[src/rtl/calc_prio_arb.sv]
// calc_prio_arb: per-port command slots split by opcode class onto two ALUs; 2-cycle request-to-valid
// latency, vld/cmd/id held while rdy is low; define PRIO_RR_EN for round-robin instead of fixed priority.
module calc_prio_arb #(
   parameter int NUM_PORTS = 4,
   parameter int CMD_W     = 4,
   parameter int SPLIT     = 4,
   parameter int ID_W      = $clog2(NUM_PORTS)
) (
   input  logic                       c_clk,
   input  logic                       reset_n,
   input  logic [NUM_PORTS*CMD_W-1:0] req_cmd,
   output logic [NUM_PORTS-1:0]       port_busy,
   output logic [NUM_PORTS-1:0]       drop_err,
   output logic                       alu1_vld,
   output logic [CMD_W-1:0]           alu1_cmd,
   output logic [ID_W-1:0]            alu1_id,
   input  logic                       alu1_rdy,
   output logic                       alu2_vld,
   output logic [CMD_W-1:0]           alu2_cmd,
   output logic [ID_W-1:0]            alu2_id,
   input  logic                       alu2_rdy
);

   typedef enum logic [1:0] {S_EMPTY, S_PENDING, S_ISSUED} slot_t;

   localparam logic [CMD_W-1:0] SPLIT_C = CMD_W'(SPLIT);

   slot_t                state_q [NUM_PORTS];
   slot_t                state_d [NUM_PORTS];
   logic [CMD_W-1:0]     cmd_q   [NUM_PORTS];
   logic [CMD_W-1:0]     cmd_d   [NUM_PORTS];
   logic [NUM_PORTS-1:0] elig1, elig2, rel, drop_d;
   logic                 hs1, hs2, free1, free2;
   logic [ID_W:0]        g1, g2;
   logic                 vld1_d, vld2_d;
   logic [CMD_W-1:0]     cmd1_d, cmd2_d;
   logic [ID_W-1:0]      id1_d, id2_d;

`ifdef PRIO_RR_EN
   logic [ID_W-1:0] ptr1_q, ptr2_q;

   // {found, id}: first eligible port after ptr, wrapping at NUM_PORTS
   function automatic logic [ID_W:0] pick(input logic [NUM_PORTS-1:0] elig, input logic [ID_W-1:0] ptr);
      logic [ID_W:0] res;
      int            idx;
      res = '0;
      for (int i = NUM_PORTS; i >= 1; i--) begin
         idx = (int'(ptr) + i) % NUM_PORTS;
         if (elig[ID_W'(idx)]) res = {1'b1, ID_W'(idx)};
      end
      return res;
   endfunction
`else
   function automatic logic [ID_W:0] pick(input logic [NUM_PORTS-1:0] elig);
      logic [ID_W:0] res;
      res = '0;
      for (int i = NUM_PORTS - 1; i >= 0; i--) begin
         if (elig[ID_W'(i)]) res = {1'b1, ID_W'(i)};
      end
      return res;
   endfunction
`endif

   assign hs1   = alu1_vld & alu1_rdy;
   assign hs2   = alu2_vld & alu2_rdy;
   assign free1 = ~alu1_vld | alu1_rdy;
   assign free2 = ~alu2_vld | alu2_rdy;

   // PENDING slots always hold a nonzero command, so cmd < SPLIT alone selects the add class
   always_comb begin
      for (int p = 0; p < NUM_PORTS; p++) begin
         rel[p]       = (state_q[p] == S_ISSUED) &&
                        ((hs1 && alu1_id == ID_W'(p)) || (hs2 && alu2_id == ID_W'(p)));
         port_busy[p] = (state_q[p] != S_EMPTY) && !rel[p];
         elig1[p]     = (state_q[p] == S_PENDING) && (cmd_q[p] <  SPLIT_C);
         elig2[p]     = (state_q[p] == S_PENDING) && (cmd_q[p] >= SPLIT_C);
      end
   end

   always_comb begin
`ifdef PRIO_RR_EN
      g1 = pick(elig1, ptr1_q);
      g2 = pick(elig2, ptr2_q);
`else
      g1 = pick(elig1);
      g2 = pick(elig2);
`endif
      vld1_d = alu1_vld;
      cmd1_d = alu1_cmd;
      id1_d  = alu1_id;
      vld2_d = alu2_vld;
      cmd2_d = alu2_cmd;
      id2_d  = alu2_id;
      if (free1) begin
         vld1_d = g1[ID_W];
         if (g1[ID_W]) begin
            cmd1_d = cmd_q[g1[ID_W-1:0]];
            id1_d  = g1[ID_W-1:0];
         end
      end
      if (free2) begin
         vld2_d = g2[ID_W];
         if (g2[ID_W]) begin
            cmd2_d = cmd_q[g2[ID_W-1:0]];
            id2_d  = g2[ID_W-1:0];
         end
      end
      // a granted slot is PENDING and therefore busy, so grant and load never collide
      for (int p = 0; p < NUM_PORTS; p++) begin
         state_d[p] = state_q[p];
         cmd_d[p]   = cmd_q[p];
         drop_d[p]  = 1'b0;
         if (rel[p]) state_d[p] = S_EMPTY;
         if (free1 && g1[ID_W] && g1[ID_W-1:0] == ID_W'(p)) state_d[p] = S_ISSUED;
         if (free2 && g2[ID_W] && g2[ID_W-1:0] == ID_W'(p)) state_d[p] = S_ISSUED;
         if (req_cmd[p*CMD_W +: CMD_W] != '0) begin
            if (port_busy[p]) begin
               drop_d[p] = 1'b1;
            end else begin
               state_d[p] = S_PENDING;
               cmd_d[p]   = req_cmd[p*CMD_W +: CMD_W];
            end
         end
      end
   end

   always_ff @(posedge c_clk or negedge reset_n) begin
      if (!reset_n) begin
         for (int p = 0; p < NUM_PORTS; p++) begin
            state_q[p] <= S_EMPTY;
            cmd_q[p]   <= '0;
         end
         alu1_vld <= 1'b0;
         alu1_cmd <= '0;
         alu1_id  <= '0;
         alu2_vld <= 1'b0;
         alu2_cmd <= '0;
         alu2_id  <= '0;
         drop_err <= '0;
      end else begin
         for (int p = 0; p < NUM_PORTS; p++) begin
            state_q[p] <= state_d[p];
            cmd_q[p]   <= cmd_d[p];
         end
         alu1_vld <= vld1_d;
         alu1_cmd <= cmd1_d;
         alu1_id  <= id1_d;
         alu2_vld <= vld2_d;
         alu2_cmd <= cmd2_d;
         alu2_id  <= id2_d;
         drop_err <= drop_d;
      end
   end

`ifdef PRIO_RR_EN
   always_ff @(posedge c_clk or negedge reset_n) begin
      if (!reset_n) begin
         ptr1_q <= ID_W'(NUM_PORTS - 1);
         ptr2_q <= ID_W'(NUM_PORTS - 1);
      end else begin
         if (free1 && g1[ID_W]) ptr1_q <= g1[ID_W-1:0];
         if (free2 && g2[ID_W]) ptr2_q <= g2[ID_W-1:0];
      end
   end
`endif

endmodule

[config.mk]
export PLATFORM = sky130hd
export DESIGN_NAME = calc_prio_arb
export DESIGN_NICKNAME = d
export VERILOG_FILES = /design/src/rtl/calc_prio_arb.sv
export SDC_FILE = /design/constraint.sdc
export NUM_CORES = 1
export LEC_CHECK = 0
export CORE_MARGIN = 5
export CORE_UTILIZATION = 45
export CTS_CLUSTER_SIZE = 24
export DETAILED_ROUTE_END_ITERATION = 8
export PLACE_DENSITY = 0.74
export SLEW_MARGIN = 20
export SYNTH_ARGS = -nofsm -noshare
export SYNTH_HDL_FRONTEND = slang
export SYNTH_SLANG_ARGS = --single-unit
[constraint.sdc]
create_clock -name c_clk -period 3.6 [get_ports c_clk]
set_input_delay 0.54 -clock c_clk [delete_from_list [all_inputs] [get_ports c_clk]]
set_output_delay 0.54 -clock c_clk [all_outputs]
set_load 0.01 [all_outputs]
==> results by group <==
Outcome
  – Outcome: complete, no violations

Critical path
  – Required @ worst endpoint: 3.06 ns
  – Worst setup EP type: primary output
  – Critical path launch point type: input pin
  – Crit Path Class: input pin to primary output
  – Worst path arrival time: 2.31 ns
  – CP max FO: 6

Clock tree
  – CTS H-Tree Depth: 2
  – Clock sink count: 30
  – CTS max path bufs: 2
  – CTS tree: yes
  – Clk pin slew, worst setup/hold paths: ~0.09 ns
  – Clock Latency Late Sink: 0.34 ns
  – Cts bufs inserted: 5
  – Postcts setup bufs: 0
  – CTS Hold Bufs: 0
  – Resize count post-CTS: 0
  – Root Buffer: clkbuf_4

Routing
  – Initial DRC count: 42
  – Vias: 1097
  – Routed vias/inst: ~5.5
  – Total Routed Length: approximately 3.1 mm
  – Pre-antenna DRT Iters: 6
  – Remaining DRCs: 0
  – Post-DRT Antenna Nets: 0
  – WL/cell: 15.8 um

Global routing
  – Largest net degree at the start of global routing: 31
  – Total gr overflow: 0
  – Initial antenna violation count: 0
  – Vias in the first global route: 1083
  – Global-route wire length before repair: 5.05 mm
  – Total GRT Usage: between 15 and 20%

Synthesis
  – Mapped cell area: 1330 sq um
  – Warnings, synthesis: 0
  – Register bit count reported by yosys: 30
  – Synth Instances: 122
  – Register area share after synthesis: 56.4%
  – Mapped Avg Cell Area: 10.9 sq um
  – Number of library cell types mapped by synthesis: 34

Die
  – Die width: 64.4 um
  – Die area: 4150 sq um
  – Starting Density: 47.5%
  – I/O pins: 42
  – Die H: 64.4 um
  – FP Rows: 19
  – Core Area: 2810 sq um

Final layout
  – Layout cells sized above 1: 7.78%
  – Nets: 186
  – Design Area, Final: 1800 sq um
  – Antenna cells: 0
  – Area growth syn-to-layout: 35.3%
  – Filler instances: between 200 and 250
  – Fin cells: 198

Power and ir drop
  – Switch share: 30.1%
  – Combinational Power Share: 30.4%
  – PD cells: around 550 nW/um^2
  – P_int: 689 uW
  – Clock share of power: a little over a fifth
  – LEAKAGE: 0.000725 uW
  – Maximum VDD drop: 0.291 mV
  – Flop pwr share: 48.4%
  – Reported net switching power: 296 uW

STA
  – Worst Tran Pin Value: 0.577 ns
  – Minimum clock period: 2.85 ns
  – Total negative slack: 0 ns
  – Unrepaired setup endpoints after global routing: no
  – Slew headroom: between 60% and 70%
  – Max Transition Viols Final: 0
  – Tcrit/Tclk final: between 70% and 80%
  – Final Skew: 0.00870 ns
  – Final hold vios: 0
  – Final setup fails: 0
  – Highest clock rate: 0.351 GHz

Place
  – Final GP Congestion: between 0.7 and 0.8
  – I/O Buffers: 39
  – Post-DP HPWL: approximately 2.4 mm
  – Dpl cell area: 1740 sq um
  – Placed cells: 190

Min path
  – HP Class: flop to flop

Run
  – Max-cap violations: 0
cell families (layout without fill, tap and decap cells):
family / count (synthesis) / in the layout / synth area share (%)
AND/OR/NAND/NOR: 42 / 42 / 18.4
AO/OA/AOI/OAI: 36 / 36 / 19.2
flip-flops: 30 / 30 / 56.4
buffers and inverters: 10 / 53 / 3.95
other: 2 / 4 / 0.564
multiplexers: 2 / 2 / 1.50
layout make-up:
type	count	area [sq um]	share of cell area (%)
Sequential cell	30	751	41.7
Multi-Input combinational cell	84	536	29.7
Timing Repair Buffer	40	398	22.1
Clock buffer	7	55.1	3.06
Tap cell	31	38.8	2.15
Inverter	5	18.8	1.04
Clock inverter	1	5.00	0.278
power groups by stage:
stage | combinational [uW] | sequential (uW) | clock (uW)
3_3_place_gp | 297 | 482 | 0
6_report | 300 | 477 | 208
5_1_grt | 328 | 493 | 229
4_1_cts | 304 | 477 | 212
3_5_place_dp | 303 | 484 | 0
2_1_floorplan | 122 | 494 | 0
layer usage:
layer / vias to the layer above / routed length, um / track usage, % / part of all wire (%)
met5: - / 0 / 0 / 0
met1: 525 / 1290 / 19.0 / 41
met4: 0 / 55 / 9.50 / 1.8
met3: 5 / 248 / 6.83 / 7.9
li1: 531 / - / - / -
met2: 36 / 1530 / 26.2 / 49
synth_stat cells, drive strengths merged:
master | n | area (sq um)
or4 | 1 | 7.51
nand2 | 8 | 30.0
a31oi | 7 | 43.8
nor4b | 2 | 32.5
a21oi | 2 | 10.0
nor2 | 9 | 36.3
o32ai | 1 | 8.76
or2 | 2 | 12.5
conb | 2 | 7.51
a311o | 2 | 21.3
o21ai | 11 | 55.1
dfrtp | 30 | 751
inv | 5 | 18.8
mux2i | 2 | 20.0
nand3b | 2 | 15.0
nand3 | 4 | 20.0
a21o | 1 | 7.51
a221o | 1 | 10.0
nand2b | 5 | 33.8
and2b | 1 | 7.51
o221a | 1 | 11.3
nor4 | 4 | 25.0
buf | 4 | 30.0
o31a | 1 | 8.76
a22o | 8 | 70.1
nor2b | 4 | 25.0
a311oi | 1 | 8.76
clkbuf | 1 | 3.75
cells in the final DEF (no fill, tap or decap), types with 2 or more instances in the layout:
cell type	instances
nand3_1	4
o21ai_1	2
nand2b_1	4
nand2_1	8
inv_1	5
conb_1	4
clkdlybuf4s50_1	39
nor2_1	8
a21oi_1	2
dfrtp_1	30
nand3b_1	2
clkbuf_4	5
mux2i_1	2
a22o_1	8
a31oi_1	7
nor4_1	4
nor2b_1	4
o21ai_0	9
sequential cells by signal, summed over array words and instances, names as in the netlist:
signal and count:
cmd_q 8, state_q 6, alu2_cmd 4, alu1_id 1, alu2_id 1, drop_err 4, alu2_vld 1, alu1_cmd 4
alu1_vld 1
final timing paths:
check                           cells after the start                    from  slack [ns]                      to
worst min register to register                      1  state_q[2]$_DFFE_PN0P_        0.50  state_q[2]$_DFFE_PN0P_
worst max-delay path                                5                alu1_rdy        0.75            port_busy[0]
worst min-delay path                                1  state_q[2]$_DFFE_PN0P_        0.50  state_q[2]$_DFFE_PN0P_
worst max register to register                      3    state_q[7]$_DFF_PN0_        2.15    state_q[5]$_DFF_PN0_
max in group asynchronous                           2                 reset_n        2.74  alu2_id[0]$_DFFE_PN0P_
min in group asynchronous                           2                 reset_n        0.58   cmd_q[12]$_DFFE_PN0P_
metrics by stage:
step | hold slack [ns] | utilization, % | setup WS, ns | power, uW
CTS | 0.498 | 64.2 | 0.790 | 994
global route | 0.519 | 64.2 | 0.663 | 1050
detailed placement | 0.473 | 62.1 | 0.791 | 787
global placement | 0.469 | 62.1 | 0.842 | 779
finish | 0.497 | 64.2 | 0.754 | 986
floorplan | 0.244 | - | 1.93 | 616
critical path, cell delays in order:
cell             delay (ns)
clkdlybuf4s50_1        0.54
nand3b_1               0.16
a31oi_1                0.46
inv_1                  0.10
clkdlybuf4s50_1        0.50
No activity file was read; power rests on OpenSTA's default activity.
